<file path="src/rtl/parity_mod_pkg.sv">
// Shared types and the residue-step arithmetic for the parity/modulus frame checker.
package parity_mod_pkg;

  typedef enum logic [1:0] {StIdle, StAccum, StDone} state_e;

  // Widest residue supported (MOD <= 255).
  localparam int unsigned MaxRw = 8;

  // One MSB-first step of (2*acc + bit) mod m. Because acc < m, one conditional subtract suffices.
  function automatic logic [MaxRw:0] residue_step(input logic [MaxRw-1:0] acc,
                                                  input logic             bit_in,
                                                  input logic [MaxRw:0]   modulus);
    logic [MaxRw:0] sum;
    sum = {acc, bit_in};
    if (sum >= modulus) sum = sum - modulus;
    return sum;
  endfunction

endpackage

</file>
<file path="src/rtl/parity_mod_step.sv">
// Combinational residue step: next = (2*acc + bit_in) mod MOD.
module parity_mod_step
  import parity_mod_pkg::*;
#(
  parameter int unsigned MOD = 3,
  localparam int unsigned RW = $clog2(MOD)
) (
  input  logic [RW-1:0] acc,
  input  logic          bit_in,
  output logic [RW-1:0] next_acc
);

  logic [MaxRw:0] wide;
  logic           unused_hi;

  assign wide      = residue_step(MaxRw'(acc), bit_in, (MaxRw + 1)'(MOD));
  assign next_acc  = wide[RW-1:0];
  // Upper bits are always zero after the subtract.
  assign unused_hi = ^wide[MaxRw:RW];

endmodule

</file>
<file path="src/rtl/parity_mod_fsm.sv">
// Serial frame checker: accumulates FRAME_LEN MSB-first bits, then reports residue mod MOD,
// value parity and ones-count parity with a one-cycle done pulse.
module parity_mod_fsm
  import parity_mod_pkg::*;
#(
  parameter int unsigned MOD       = 3,
  parameter int unsigned FRAME_LEN = 8,
  localparam int unsigned RW       = $clog2(MOD)
) (
  input  logic          clk,
  input  logic          reset,
  input  logic          start,
  input  logic          abort,
  input  logic          in_valid,
  input  logic          in_bit,
  output logic          busy,
  output logic          done,
  output logic [RW-1:0] residue,
  output logic          divisible,
  output logic          even,
  output logic          odd,
  output logic          ones_even
);

  localparam int unsigned CW = $clog2(FRAME_LEN + 1);
  localparam logic [CW-1:0] LastCnt = CW'(FRAME_LEN - 1);

  state_e        state_q, state_d;
  logic [RW-1:0] acc_q, acc_d, acc_step;
  logic [CW-1:0] cnt_q, cnt_d;
  logic          onespar_q, onespar_d;
  logic          lastbit_q, lastbit_d;
  logic [RW-1:0] residue_q, residue_d;
  logic          divisible_q, divisible_d;
  logic          even_q, even_d;
  logic          odd_q, odd_d;
  logic          ones_even_q, ones_even_d;
  logic          clr;

  parity_mod_step #(
    .MOD(MOD)
  ) u_step (
    .acc     (acc_q),
    .bit_in  (in_bit),
    .next_acc(acc_step)
  );

  always_comb begin
    state_d     = state_q;
    acc_d       = acc_q;
    cnt_d       = cnt_q;
    onespar_d   = onespar_q;
    lastbit_d   = lastbit_q;
    residue_d   = residue_q;
    divisible_d = divisible_q;
    even_d      = even_q;
    odd_d       = odd_q;
    ones_even_d = ones_even_q;
    clr         = 1'b0;

    unique case (state_q)
      StIdle: begin
        if (start) begin
          state_d = StAccum;
          clr     = 1'b1;
        end
      end
      StAccum: begin
        if (abort) begin
          state_d = StIdle;
        end else if (start) begin
          clr = 1'b1;
        end else if (in_valid) begin
          acc_d     = acc_step;
          cnt_d     = cnt_q + CW'(1);
          onespar_d = onespar_q ^ in_bit;
          lastbit_d = in_bit;
          // Results are latched on the same edge that samples the final bit.
          if (cnt_q == LastCnt) begin
            state_d     = StDone;
            residue_d   = acc_d;
            divisible_d = (acc_d == '0);
            even_d      = ~lastbit_d;
            odd_d       = lastbit_d;
            ones_even_d = ~onespar_d;
          end
        end
      end
      StDone: begin
        state_d = start ? StAccum : StIdle;
        clr     = start;
      end
      default: state_d = StIdle;
    endcase

    if (clr) begin
      acc_d     = '0;
      cnt_d     = '0;
      onespar_d = 1'b0;
      lastbit_d = 1'b0;
    end
  end

  always_ff @(posedge clk or posedge reset) begin
    if (reset) begin
      state_q     <= StIdle;
      acc_q       <= '0;
      cnt_q       <= '0;
      onespar_q   <= 1'b0;
      lastbit_q   <= 1'b0;
      residue_q   <= '0;
      divisible_q <= 1'b0;
      even_q      <= 1'b0;
      odd_q       <= 1'b0;
      ones_even_q <= 1'b0;
    end else begin
      state_q     <= state_d;
      acc_q       <= acc_d;
      cnt_q       <= cnt_d;
      onespar_q   <= onespar_d;
      lastbit_q   <= lastbit_d;
      residue_q   <= residue_d;
      divisible_q <= divisible_d;
      even_q      <= even_d;
      odd_q       <= odd_d;
      ones_even_q <= ones_even_d;
    end
  end

  assign busy      = (state_q == StAccum);
  assign done      = (state_q == StDone);
  assign residue   = residue_q;
  assign divisible = divisible_q;
  assign even      = even_q;
  assign odd       = odd_q;
  assign ones_even = ones_even_q;

endmodule

</file>
<file path="config.mk">
export PLATFORM = sky130hd
export DESIGN_NAME = parity_mod_fsm
export DESIGN_NICKNAME = d
export VERILOG_FILES = /design/src/rtl/parity_mod_pkg.sv /design/src/rtl/parity_mod_step.sv /design/src/rtl/parity_mod_fsm.sv
export SDC_FILE = /design/constraint.sdc
export NUM_CORES = 1
export LEC_CHECK = 0
export BUFFER_PORTS_ARGS = -buffer_cell sky130_fd_sc_hd__clkbuf_2
export CAP_MARGIN = 20
export CELL_PAD_IN_SITES_DETAIL_PLACEMENT = 1
export CELL_PAD_IN_SITES_GLOBAL_PLACEMENT = 1
export CORE_MARGIN = 3
export CORE_UTILIZATION = 40
export CTS_BUF_LIST = sky130_fd_sc_hd__clkbuf_4 sky130_fd_sc_hd__clkbuf_8
export DETAILED_ROUTE_END_ITERATION = 10
export GPL_TIMING_DRIVEN = 0
export PLACE_DENSITY = 0.76
export SETUP_SLACK_MARGIN = 0.02
export SYNTH_ARGS = -nofsm -noshare
export SYNTH_HDL_FRONTEND = slang
export SYNTH_HIERARCHICAL = 1
export SYNTH_SLANG_ARGS = --single-unit
</file>
<file path="constraint.sdc">
create_clock -name clk -period 1.6 [get_ports clk]
set_input_delay 0.16 -clock clk [delete_from_list [all_inputs] [get_ports clk]]
set_output_delay 0.16 -clock clk [all_outputs]
set_load 0.02 [all_outputs]
</file>
==> impl_metrics.env <==
export IMPL_status="finished with violations"
export IMPL_violations="negative setup slack"
export IMPL_final_max_slew_viol_count=0
export IMPL_path_cells="ha_2 > or4b_4 > o21ai_4 > nor2_2 > mux2_4"
export IMPL_cts_tree="built"
export IMPL_dieWidth_um=49.11
export IMPL_clockBufferDepth=2
export IMPL_layout_nets=103
export IMPL_holdCritPathClass="input pin to register"
export IMPL_path_buf_inv=0
export IMPL_critPathMaxStageDelay_ps=490
export IMPL_final_hold_violation_count=0
export IMPL_fmax_mhz=616.5
export IMPL_synth_distinct_cells=28
export IMPL_cp_max_fo=4
export IMPL_fin_ws_ps=-22.03
export IMPL_postRouteAntennaNets=0
export IMPL_synth_edff_count=0
export IMPL_vias_per_cell=5.339
export IMPL_synth_top_area_share_pct=50.51
export IMPL_gp_congestion=0.6784
export IMPL_gr_total_overflow=0
export IMPL_grt_pass1_vias=635
export IMPL_place_port_buffers=13
export IMPL_holdPathEnd="cnt_q[3]"
export IMPL_worst_pin_slew_ps=583.8
export IMPL_syn_num_nets=71
export IMPL_area_delta_synth_final_pct=38.55
export IMPL_diodes=0
export IMPL_critical_path_class="register to register"
export IMPL_die_area_sq_um=2411
export IMPL_grt_usage_pct=16.43
export IMPL_pre_cts_ws_ps=-235.4
export IMPL_fin_util_pct=63.21
export IMPL_fin_worst_skew_ps=9.271
export IMPL_critPathTopFamily="simple AND/OR/NAND/NOR gates"
export IMPL_route_detailed_drc=0
export IMPL_grt_setup_unrepaired="yes"
export IMPL_cp_depth=5
export IMPL_hpwlAfterDp_mm=1.196
export IMPL_regToRegSetupSlack_ps=-20
export IMPL_regArea_sq_um=375.4
export IMPL_ioPinCount=14
export IMPL_finalCritPeriodShare_pct=101.4
export IMPL_min_from="start"
export IMPL_r2r_start="acc_q[0]"
export IMPL_cp_required_ps=1790
export IMPL_htree_levels=1
export IMPL_core_sq_um=1629
export IMPL_leakage_nw=0.5110
export IMPL_setup_viol=2
export IMPL_routed_wl_mm=1.973
export IMPL_synth_warnings=6
export IMPL_synth_area_leaders="dfrtp_1, mux2_2, a22o_1, ha_1, nor2b_1"
export IMPL_synth_top_area_cell="dfrtp_1"
export IMPL_grt_pass1_wl_mm=3.015
export IMPL_drtIter0Drc=15
export IMPL_cp_arrival_ps=1810
export IMPL_critPathLaunchType="register"
export IMPL_clkSlewWorstSetupHoldPaths_ps=100
export IMPL_crit_path_top_delay_cell="or4b_4"
export IMPL_power_density_nw_per_um2=760.2
export IMPL_critPathCaptureType="register"
export IMPL_rr_endpoint="divisible"
export IMPL_syn_cell_area_sq_um=743.2
export IMPL_synthArstFlopShare_pct=100.0
export IMPL_drtPass1Iterations=4
export IMPL_die_h_um=49.11
export IMPL_vias=630
export IMPL_synth_cells=63
export IMPL_fill_cells=188
export IMPL_ir_worst_vdd_mv=0.6356
export IMPL_synth_avg_cell_area_sq_um=11.80
export IMPL_clk_latency_ps=300
export IMPL_ys_flop_type="dfrtp_1"
export IMPL_drive_above_1_share_pct=50.00
export IMPL_antenna_found_initial=0
export IMPL_wl_per_cell_um=16.72
export IMPL_r2r_worst_path_cells=5
export IMPL_synth_seq_cells=15
export IMPL_hold_depth=2
export IMPL_cts_buffers=3
export IMPL_period_needed_ps=1622
export IMPL_maxCapViolations=0
export IMPL_seq_area_frac_synth_pct=50.51
export IMPL_initial_core_util_pct=45.62
export IMPL_multi_input_comb_area_sq_um=399.1
export IMPL_grt_max_degree=16
export IMPL_clockRootBuffer="clkbuf_4"
export IMPL_timing_hold_ws_ps=142.3
export IMPL_clock_sinks=15
export IMPL_rows=14
export IMPL_relSlewSlack_pct=61.03
-- worst register-to-register path, cell delays in order (launching register included) --
cell     delay (ps)
dfrtp_1         400
ha_2            210
or4b_4          490
o21ai_4          90
nor2_2           60
mux2_4          260
-- per-stage QoR --
step           power, mW  cells  TNS [ps]  area [sq um]
4_1_cts           0.7492    113    -300.0         963.4
2_1_floorplan     0.4662     63    -94.66         749.5
3_5_place_dp      0.4978    100     -1180         844.6
6_report          0.7828    118    -41.18          1030
5_1_grt           0.8251    118    -396.5          1030
3_3_place_gp      0.4935    100    -969.2         844.6
-- layer usage --
metal  global-route usage (%)  part of all wire, %
met2                    28.79                   47
met4                    5.687                  1.5
met1                    20.42                   47
met3                    2.141                  4.4
met5                        0                    0
-- power by group --
part | leakage (nW) | internal (mW) | total [mW] | switching (mW)
clock | 0.0184 | 0.114 | 0.251 | 0.136
sequential | 0.201 | 0.389 | 0.396 | 0.00685
combinational | 0.291 | 0.0659 | 0.137 | 0.0708
-- logic make-up (layout without fill, tap and decap cells) --
group / count (synthesis) / count (layout) / share of synthesized area [%]
fa+ha+maj: 2 / 2 / 3.366
buf+inv: 5 / 36 / 2.526
flops: 15 / 15 / 50.51
mux: 8 / 8 / 11.95
compound gates: 13 / 13 / 13.13
simple gates: 20 / 20 / 18.52
-- worst max-delay path by stage --
stage                     startpoint        end
after floorplan           state_q[1]        odd
after global placement    state_q[0]  divisible
after detailed placement  state_q[0]        odd
after CTS                 state_q[1]  divisible
after global routing        acc_q[0]  divisible
final                       acc_q[0]  divisible
-- layout by cell type (no fill, tap or decap) --
cell type	n
a21bo_2	1
a21o_1	1
a21oi_1	1
a22o_1	3
a22oi_2	1
and2_1	1
and2b_1	1
buf_4	12
buf_6	1
clkbuf_2	13
clkbuf_4	4
dfrtp_1	15
dlygate4sd3_1	1
ha_2	2
inv_1	5
mux2_2	2
mux2_4	5
mux2i_1	1
nand2_1	2
nand3_1	1
nand3b_1	1
nor2_1	2
nor2_2	1
nor2b_1	4
nor3_1	2
nor3b_1	1
nor4_4	1
o211ai_1	1
o21ai_1	1
o21ai_4	1
o22ai_1	1
o31ai_1	1
o32a_1	1
or3b_4	1
or4_4	1
or4b_4	1
-- registers in the layout (all words and copies together) (netlist names) --
name	flops
acc_q	2
cnt_q	4
divisible	1
even	1
odd	1
ones_even	1
onespar_q	1
residue	2
state_q	2
-- cell usage after synthesis (all sizes together), types with 2 or more instances --
cell type,count
a22o,3
dfrtp,15
ha,2
inv,5
mux2,7
nand2,2
nor2,3
nor2b,4
nor3,2
o21ai,2
-- cell type report --
cell class,instances,share of cell area [%]
Inverter,5,1.823
Sequential cell,15,36.45
Clock buffer,4,2.916
Multi-Input combinational cell,43,38.76
Tap cell,24,2.916
Timing Repair Buffer,27,17.13
-- repair_timing --
action                                 CTS  global route
endpoints found under the hold margin   15             0
pin swaps                                3             2
resized for setup                        5             8
setup endpoints to repair                7             9
hold buffers                             1             0
buffers inserted                         8             5
gates cloned                             0             0
(Power assumes the default switching activity.)
